[src/rtl/ahb_pkg.sv]
// AHB protocol types shared by the arbiter slice: transfer, burst and
// response encodings, plus calc_beat() giving the fixed burst length.
package ahb_pkg;

    localparam int unsigned AHB_MAX_MASTERS = 16;
    localparam int unsigned BEAT_W          = 5;

    typedef enum logic [1:0] {
        HTRANS_IDLE   = 2'b00,
        HTRANS_BUSY   = 2'b01,
        HTRANS_NONSEQ = 2'b10,
        HTRANS_SEQ    = 2'b11
    } htrans_e;

    typedef enum logic [2:0] {
        HBURST_SINGLE = 3'b000,
        HBURST_INCR   = 3'b001,
        HBURST_WRAP4  = 3'b010,
        HBURST_INCR4  = 3'b011,
        HBURST_WRAP8  = 3'b100,
        HBURST_INCR8  = 3'b101,
        HBURST_WRAP16 = 3'b110,
        HBURST_INCR16 = 3'b111
    } hburst_e;

    typedef enum logic [1:0] {
        HRESP_OKAY  = 2'b00,
        HRESP_ERROR = 2'b01,
        HRESP_RETRY = 2'b10,
        HRESP_SPLIT = 2'b11
    } hresp_e;

    // Beats in a fixed-length burst; 0 marks open-ended (SINGLE, INCR).
    function automatic logic [BEAT_W-1:0] calc_beat(input logic [2:0] burst);
        case (burst)
            HBURST_WRAP4,  HBURST_INCR4:  calc_beat = BEAT_W'(4);
            HBURST_WRAP8,  HBURST_INCR8:  calc_beat = BEAT_W'(8);
            HBURST_WRAP16, HBURST_INCR16: calc_beat = BEAT_W'(16);
            default:                      calc_beat = '0;
        endcase
    endfunction

endpackage

[src/rtl/ahb_rr_pick.sv]
// Rotating-priority search: returns the first set bit of req scanning
// upward from last+1 (wrapping), as a one-hot grant.
//   req   : candidate mask
//   last  : index of the previous owner (search starts just above it)
//   grant : one-hot winner, zero when no candidate
//   valid : a winner was found
module ahb_rr_pick #(
    parameter int unsigned N  = 4,
    parameter int unsigned MW = $clog2(N)
) (
    input  logic [N-1:0]  req,
    input  logic [MW-1:0] last,
    output logic [N-1:0]  grant,
    output logic          valid
);

    logic [MW-1:0] idx;

    always_comb begin
        grant = '0;
        valid = 1'b0;
        idx   = '0;
        for (int unsigned k = 1; k <= N; k++) begin
            idx = MW'((32'(last) + k) % N);
            if (!valid && req[idx]) begin
                grant[idx] = 1'b1;
                valid      = 1'b1;
            end
        end
    end

endmodule

[src/rtl/ahb_rr_arbiter.sv]
// AHB round-robin bus arbiter with split masking, lock priority and
// default-master parking.
//   clk, rst          : clock, synchronous active-high reset
//   hbusreq, hlock    : per-master request / lock request
//   htrans, hburst    : control of the current transfer
//   hready, hresp     : slave handshake and response
//   hsplit            : per-master split-release strobes
//   hgrant            : registered one-hot grant
//   hmaster           : address-phase owner
//   hmastlock         : locked sequence in progress
module ahb_rr_arbiter
    import ahb_pkg::*;
#(
    parameter int unsigned NUM_MASTERS    = 4,
    parameter int unsigned DEFAULT_MASTER = 0,
    parameter int unsigned MW             = $clog2(NUM_MASTERS)
) (
    input  logic                   clk,
    input  logic                   rst,
    input  logic [NUM_MASTERS-1:0] hbusreq,
    input  logic [NUM_MASTERS-1:0] hlock,
    input  logic [1:0]             htrans,
    input  logic [2:0]             hburst,
    input  logic                   hready,
    input  logic [1:0]             hresp,
    input  logic [NUM_MASTERS-1:0] hsplit,
    output logic [NUM_MASTERS-1:0] hgrant,
    output logic [MW-1:0]          hmaster,
    output logic                   hmastlock
);

    localparam logic [NUM_MASTERS-1:0] DEF_GRANT = NUM_MASTERS'(1) << DEFAULT_MASTER;

    if (NUM_MASTERS < 2 || NUM_MASTERS > AHB_MAX_MASTERS) begin : g_bad_param
        $error("ahb_rr_arbiter: NUM_MASTERS out of range");
    end

    logic [BEAT_W-1:0]      beat_cnt;
    logic [BEAT_W-1:0]      beat_len;
    logic [NUM_MASTERS-1:0] split_mask;
    logic                   split_d;
    logic [MW-1:0]          grant_idx;
    logic                   accept;
    logic                   fixed_last;
    logic                   arb_pt;
    logic                   split_first;
    logic [NUM_MASTERS-1:0] split_set;
    logic [NUM_MASTERS-1:0] mask_eff;
    logic [NUM_MASTERS-1:0] pick_grant;
    logic                   pick_valid;
    logic [NUM_MASTERS-1:0] grant_next;

    // Encode the current one-hot grant.
    always_comb begin
        grant_idx = '0;
        for (int unsigned i = 0; i < NUM_MASTERS; i++) begin
            if (hgrant[i]) grant_idx = MW'(i);
        end
    end

    // Arbitration point: idle, last fixed beat, or a non-OKAY response.
    always_comb begin
        beat_len   = calc_beat(hburst);
        accept     = hready && (htrans == HTRANS_NONSEQ || htrans == HTRANS_SEQ);
        fixed_last = (beat_len != '0) && (htrans == HTRANS_SEQ)
                     && (beat_cnt == beat_len - BEAT_W'(1));
        arb_pt     = hready && (htrans == HTRANS_IDLE || fixed_last || hresp != HRESP_OKAY);
    end

    // Split mask: set on the first SPLIT cycle (not for a locked owner); release wins.
    always_comb begin
        split_first = (hresp == HRESP_SPLIT) && !split_d;
        split_set   = '0;
        if (split_first && !(hmastlock || hlock[hmaster])) split_set[hmaster] = 1'b1;
        mask_eff    = (split_mask | split_set) & ~hsplit;
    end

    ahb_rr_pick #(
        .N  (NUM_MASTERS),
        .MW (MW)
    ) u_pick (
        .req   (hbusreq & ~mask_eff),
        .last  (hmaster),
        .grant (pick_grant),
        .valid (pick_valid)
    );

    // A locked owner keeps the bus; otherwise round-robin, else park.
    always_comb begin
        grant_next = hgrant;
        if (arb_pt && !hlock[grant_idx]) begin
            grant_next = pick_valid ? pick_grant : DEF_GRANT;
        end
    end

    always_ff @(posedge clk) begin
        if (rst) begin
            hgrant     <= DEF_GRANT;
            hmaster    <= MW'(DEFAULT_MASTER);
            hmastlock  <= 1'b0;
            split_mask <= '0;
            split_d    <= 1'b0;
            beat_cnt   <= '0;
        end else begin
            hgrant     <= grant_next;
            split_mask <= mask_eff;
            split_d    <= (hresp == HRESP_SPLIT);
            if (accept) begin
                beat_cnt <= (htrans == HTRANS_NONSEQ) ? BEAT_W'(1) : beat_cnt + BEAT_W'(1);
            end
            if (hready) begin
                hmaster <= grant_idx;
                if (hlock[grant_idx]) begin
                    hmastlock <= 1'b1;
                end else if (hmastlock && !hlock[hmaster]
                             && (htrans == HTRANS_IDLE || htrans == HTRANS_NONSEQ)) begin
                    hmastlock <= 1'b0;
                end
            end
        end
    end

endmodule

[config.mk]
export PLATFORM = sky130hd
export DESIGN_NAME = ahb_rr_arbiter
export DESIGN_NICKNAME = d
export VERILOG_FILES = /design/src/rtl/ahb_pkg.sv /design/src/rtl/ahb_rr_pick.sv /design/src/rtl/ahb_rr_arbiter.sv
export SDC_FILE = /design/constraint.sdc
export NUM_CORES = 1
export LEC_CHECK = 0
export CORE_MARGIN = 8
export CORE_UTILIZATION = 50
export CTS_CLUSTER_DIAMETER = 150
export DETAILED_ROUTE_END_ITERATION = 8
export GPL_TIMING_DRIVEN = 0
export PLACE_DENSITY = 0.8
export SLEW_MARGIN = 0
export SYNTH_ARGS = -nofsm -noshare
export SYNTH_HDL_FRONTEND = slang
export SYNTH_HIERARCHICAL = 1
export SYNTH_SLANG_ARGS = --single-unit
export TNS_END_PERCENT = 30
[constraint.sdc]
create_clock -name clk -period 3.68 [get_ports clk]
set_clock_uncertainty 0.1 [all_clocks]
set_input_delay 0.736 -clock clk [delete_from_list [all_inputs] [get_ports clk]]
set_output_delay 0.736 -clock clk [all_outputs]
set_load 0.03 [all_outputs]
# After elaboration in Yosys (flattened, before gate mapping)
# Index checks and enable logic that the tools add are counted.
dict set report op_classes {
  n_addsub 6
  n_reduce_logical 37
  eq_ne 10
  div_mod_pow 0
  shift 0
  bitwise 8
  order_cmp 11
  mul 0
  n_mux 39
}
# operator count
set ops {}
lappend ops {{$mux 4} 6}
lappend ops {{$lt 2x3->1 const B} 6}
lappend ops {{$mux 1} 18}
lappend ops {{$logic_and 1x1->1} 17}
lappend ops {{$or 4x4->4} 4}
lappend ops {{$pmux 5 s3} 1}
lappend ops {{$bmux 1 s2} 6}
lappend ops {{$eq 3x3->1 const B} 4}
lappend ops {{$demux 1 s2} 5}
lappend ops {{$ge 2x1->1 const B} 5}
lappend ops {{$and 4x4->4} 2}
lappend ops {{$not 4->4} 2}
lappend ops {{$logic_not 1->1} 7}
lappend ops {{$eq 2x2->1 const B} 3}
lappend ops {{$eq 3x2->1 const B} 2}
lappend ops {{$reduce_or 2->1} 3}
lappend ops {{$add 5x1->5 const B} 1}
lappend ops {{$eq 5x5->1} 1}
lappend ops {{$logic_or 1x1->1} 5}
lappend ops {{$mux 5} 1}
lappend ops {{$reduce_bool 5->1} 1}
lappend ops {{$sub 5x1->5 const B} 1}
lappend ops {{$add 2x1->2 const B} 2}
lappend ops {{$add 2x2->2 const B} 2}
lappend ops {{4 further kinds} 6}
dict set report totals {
  latchBits 0
  ram_bits 0
  in_bits 22
  reg_bits 17
  rom_bits 0
  memories 0
}

# Depth between registers and ports, before layout
dict set report logic_depth {
  depth_word 23
  mapped_depth 10
}

# Modules after synthesis
# The synthesis kept the hierarchy.
# mod area_each_um2 n_inst cells_each
set by_module_without_submodules {}
lappend by_module_without_submodules {ahb_rr_arbiter 867.1 1 96}
lappend by_module_without_submodules {ahb_rr_pick 415.4 1 48}

# Worst setup path after synthesis
# Ideal clock, no wire load.
dict set report synth_path {
  path_kind {input to register}
  startpoint {in hresp[0]}
  endpoint {reg hgrant[0]}
  cell_stages 10
  setup_time_ns 0.124
  t_arrival_ns 2.729
  setup_slack_ns 0.727
  cell_sequence {nand2_1 nor3_1 a41oi_1 o21a_1 mux4_1 nand2_1 mux2i_1 a221o_1 nor3b_1 mux2i_1}
}
dict set report synth_between {
  elab_chain_cells 21
  elab_cells_between_ends 38
  classes_between {eq/ne (1); mux (18); bitwise (7); reduce/logical (12)}
}
# element line
set synth_lines {}
lappend synth_lines {{start, declared} ahb_rr_arbiter.sv:25} ;# input logic [1:0] hresp,
lappend synth_lines {{$eq 2x2->1 (*)} ahb_rr_arbiter.sv:72} ;# split_first = (hresp == HRESP_SPLIT) && !split_d;
lappend synth_lines {{$logic_and 1x1->1 (*)} ahb_rr_arbiter.sv:72}
lappend synth_lines {{$logic_and 1x1->1 (*)} ahb_rr_arbiter.sv:74} ;# if (split_first && !(hmastlock || hlock[hmaster])) split_set[hmaster] = 1'b1;
lappend synth_lines {{$mux 4 (*)} ahb_rr_arbiter.sv:74}
lappend synth_lines {{$or 4x4->4 (*)} ahb_rr_arbiter.sv:75} ;# mask_eff = (split_mask | split_set) & ~hsplit;
lappend synth_lines {{$and 4x4->4 (*)} ahb_rr_arbiter.sv:75}
lappend synth_lines {{$not 4->4 (*)} ahb_rr_arbiter.sv:82} ;# .req (hbusreq & ~mask_eff),
lappend synth_lines {{$and 4x4->4 (*)} ahb_rr_arbiter.sv:82}
lappend synth_lines {{(+6 left out)} --}
lappend synth_lines {{$logic_not 1->1} ahb_rr_pick.sv:25} ;# if (!valid && req[idx]) begin
lappend synth_lines {{$logic_and 1x1->1} ahb_rr_pick.sv:25}
lappend synth_lines {{$mux 1} ahb_rr_pick.sv:25}
lappend synth_lines {{$logic_not 1->1} ahb_rr_pick.sv:25}
lappend synth_lines {{$logic_and 1x1->1} ahb_rr_pick.sv:25}
lappend synth_lines {{$mux 4 (*)} ahb_rr_pick.sv:25}
lappend synth_lines {{via pick_grant[0]} ahb_rr_arbiter.sv:49} ;# logic [NUM_MASTERS-1:0] pick_grant;
lappend synth_lines {{$mux 4 (*)} ahb_rr_arbiter.sv:92} ;# grant_next = pick_valid ? pick_grant : DEF_GRANT;
lappend synth_lines {{end signal, assigned} ahb_rr_arbiter.sv:105} ;# hgrant <= grant_next;
lappend synth_lines {{end, declared} ahb_rr_arbiter.sv:27} ;# output logic [NUM_MASTERS-1:0] hgrant,
# Mark *: on every way through the listed nets, which the timed path passes. The rest lies on a longest branch. The select of a mux whose other input is x is not followed.
# A chain may end at the register's enable or synchronous reset.

# Worst setup path after layout
# Ends and elaborated chain as after synthesis.

==> results.md <==
Status:
- The run finished with clean final reports.

STA:
- Final hold analysis gives a worst-case slack of 387 ps.
- The worst slew slack as a fraction of its limit is 62.1%.
- The shortest clock period the worst path allows after layout is 3350 ps.
- The top achievable clock speed is 299 MHz.
- The count of endpoints failing hold in the final timing report came to 0.
- The number of failing setup endpoints in the final timing report is 0.
- For the pin with the worst max-slew slack, the measured transition is 568 ps.
- After routing, the total negative slack on setup checks comes to 0 ps.
- The number of max-slew violations in the final report is 0.
- The final clock period utilization by the worst path is 91.0%.
- Setup repair after global routing left no endpoint under its margin.

Synthesis:
- Sorting the synthesized cells by area gives the leading types as dfxtp_1, ha_1, mux2i_1.
- The count of state elements after synthesis is 17.
- Synthesis handed over a netlist of 144 instances.
- The cell taking the most area after synthesis is dfxtp_1.
- The fraction of registers with async set or reset after synthesis is 0%.
- The number of synthesized flops with an enable pin is 0.
- During synthesis, Yosys emitted a total of 6 warnings.
- The mapped netlist covers 0.00128 mm^2.
- The post-synthesis net count is 177.
- The most instantiated flip-flop cell in the synthesis netlist is dfxtp_1.
- The synthesized area divided by synthesized cell count is 8.91 um^2.
- The portion of synthesized cell area occupied by the leading cell type is 26.5%.
- Yosys mapped the design onto 40 distinct sky130hd cell types.
- After synthesis, flip-flops and latches occupy 26.5% of the total area.

Route:
- The total met2 wirelength after detailed routing is 1670 um.
- The first-pass detailed-route iteration total is 4.
- The detailed router finished its first iteration with 58 violations.
- The sum of met3 wire segment lengths after detailed routing is 179 um.
- The antenna violation net count after detailed routing is 0.
- Summed over all layers, the routed wires come to 3110 um.
- In the routed design, unresolved DRC markers number 0.
- Dividing the detail-routed via count by the number of cells gives 5.69.
- The routed metal-1 wirelength is 1200 um.
- In the final routed layout, each cell accounts on average for 15.2 um.
- Across all layers, the routed design uses 1160 vias.
- The uppermost layer routed is met4.

Place:
- The wire-length estimate of the detail-placed layout is 2450 um.
- The congestion estimate from routability-driven global placement came to 0.769.
- In this run the tool buffered the top-level ports with 26 buffer cells.

Critical path:
- The type of the worst setup path is in -> reg.
- The worst stage delay on the critical path is 610 ps.
- STA classifies the critical path endpoint as a flop.
- Walking the worst path, the cells encountered are clkdlybuf4s50_1 -> nand2_1 -> nor3_2 -> a41oi_1 -> o21a_1 -> mux4_1 -> nand2_1 -> mux2i_1 -> a221o_1 -> nor3b_1 -> mux2i_1.
- The critical-path maximum fanout is 8.
- At the worst endpoint, the required time is 3760 ps.
- For this design, the slowest cell found on the critical path is mux4_1.
- In this run the critical register-to-register path is launched from hmaster[0].
- The sort of element at the start of the critical path is a primary input.
- The worst setup path startpoint is hresp[0].
- At the worst endpoint, the arrival time is 3430 ps.

Cells and area:
- The area growth from synthesis to layout is 25.8%.
- In the final layout, the share of cells above drive strength 1 is 7.47%.
- The number of antenna diodes is 0.
- After filler insertion, the fill cell instance count of the layout stands at 215.
- After the last flow step, the layout net total stands at 208.

Clocking:
- The largest buffer count on any clock path is 2.
- CTS built an H-tree with a depth of 1.
- TritonCTS created 3 clock buffers.
- The number of buffers inserted to repair setup after CTS is 0.
- Clock-pin slew was measured on the worst setup and hold paths at 100 ps.
- The number of hold-repair buffers added at the cts stage is 0.
- Clock latency on the worst-skew pair, taken at its later pin, is 290 ps.
- TritonCTS built the clock tree.
- The buffer type at the clock tree root is clkbuf_4.
- The clock sink count is 17.

GRT:
- The via count of the first global-routing pass is 1231.
- The largest net degree at the start of global routing is 15.
- The sum of overflow across all layers after global routing is 0.
- The total routing usage reported by global routing is 14.9%.
- The first global-routing pass estimated 5330 um of wire.
- The initial antenna violation count was 0.

Pwr:
- The fraction of power consumed by sequential logic is 45.5%.
- Combinational logic is responsible for 32.3% of the overall power.
- Cell internal power was estimated by the tool at 305 uW.
- Summed over all nets, the switching power comes to 142 uW.
- Net switching is 31.7% of the power.
- The peak ir drop on the vdd network is 0.000209 V.
- The overall power of the completed layout is 447 uW.
- The standby leakage power is 0.616 nW.
- The power density over the cells is 277 mW/mm^2.
- The clock network accounts for 22.2% of the total power.

Floorplan:
- The area of the core region is 0.00245 mm^2.
- The row count is 18.
- The die is 66.6 um tall.
- During I/O placement, the number of pins put on the boundary was 29.
- The horizontal die dimension is 66.6 um.
- The floorplan die area is 0.00444 mm^2.
- The starting density of the core is 52.2%.

Hold path:
- The min-delay analysis places its worst path in the category reg -> reg.
- The startpoint identified for the worst hold timing path is beat_cnt[1].

Run:
- The total of max-cap violations is 0.
sequential cells by signal, indices dropped and copies added, names as in the netlist:
name / flops
hmaster: 2
split_d: 1
beat_cnt: 5
hmastlock: 1
hgrant: 4
split_mask: 4
cell usage in the layout (no fill, tap or decap), types with 2 or more instances in the layout:
master           synthesis  final
a211oi_1                 2      2
mux2_2                   2      2
clkbuf_4                 0      3
xor2_1                   3      3
nand2b_1                 4      4
a221o_1                  5      5
nor2_1                  14     14
nor3b_1                  2      2
mux2i_1                 13     13
xnor2_1                  2      2
o21ai_0                  3      3
inv_1                   12     12
ha_1                    11     11
dfxtp_1                 17     17
nor3_1                   6      5
o21a_1                   4      4
clkdlybuf4s50_1          0     26
nand2_1                 10     10
a21oi_1                  3      3
nand3b_1                 4      4
a31oi_1                  3      3
nand4_1                  4      4
synthesized netlist by cell type, drive strengths merged (3+ instances only):
cell type,count
xor2,3
nor3,6
nor2,14
nand2,10
inv,12
nand3b,4
nand4,4
ha,11
dfxtp,17
o21ai,3
a31oi,3
o21a,4
mux2i,13
a221o,5
nand2b,4
a21oi,3
worst paths after layout:
kind                                     to  slack (ps)  cells past startpoint
worst min register to register  beat_cnt[1]         390                      2
worst min-delay path            beat_cnt[1]         390                      2
worst max-delay path              hgrant[0]         330                     11
worst max register to register    hgrant[0]         720                      8
cell families after synthesis:
family,count (synthesis),synth area share [%]
AND/OR/NAND/NOR,53,22.5
XOR/XNOR,5,3.42
adder cells (fa/ha/maj),11,10.7
multiplexers,17,15.7
flip-flops,17,26.5
buffers and inverters,15,5.07
AO/OA/AOI/OAI,26,16.0
layout make-up:
cell class                 instances  area (um^2)  share of cell area, %
inverter                          12         45.0                   2.79
tap                               30         37.5                   2.33
sequential                        17          340                   21.1
clock buffer                       3         22.5                   1.40
timing repair buffer              26          260                   16.1
clock inverter                     1         5.00                  0.310
multi-input combinational        112          882                   54.7
buffer                             3         20.0                   1.24
power groups by stage:
stage               clock, mW  sequential, mW  combinational, mW
floorplan                   0           0.215             0.0823
global placement            0           0.207              0.138
finish                 0.0993           0.203              0.144
CTS                     0.102           0.203              0.144
global route            0.112           0.205              0.158
detailed placement          0           0.207              0.144
stage by stage:
stage                     cells  util [%]  area (um^2)  setup WS, ps
after floorplan             144         -         1280           727
after global placement      200      64.4         1580         -70.9
after detailed placement    200      64.4         1580          -104
after CTS                   204      65.5         1610           204
after global routing        204      65.7         1610           115
final                       204      65.7         1610           332
critical path, delay by kind of cell:
kind            cells  cell delay (ps)
compound gates      3              790
buf+inv             1              470
mux                 3              780
simple gates        4              660
metal layers:
metal | vias up | track usage [%]
li1 | 584 | -
met1 | 538 | 15.4
met2 | 32 | 27.5
met3 | 6 | 2.68
met4 | 0 | 8.00
met5 | - | 0
repair_timing:
item	CTS	global route
setup endpoints to repair	0	1
resized for setup	0	1
hold endpoints to repair	0	0
Power figures use the tool's default switching activity.
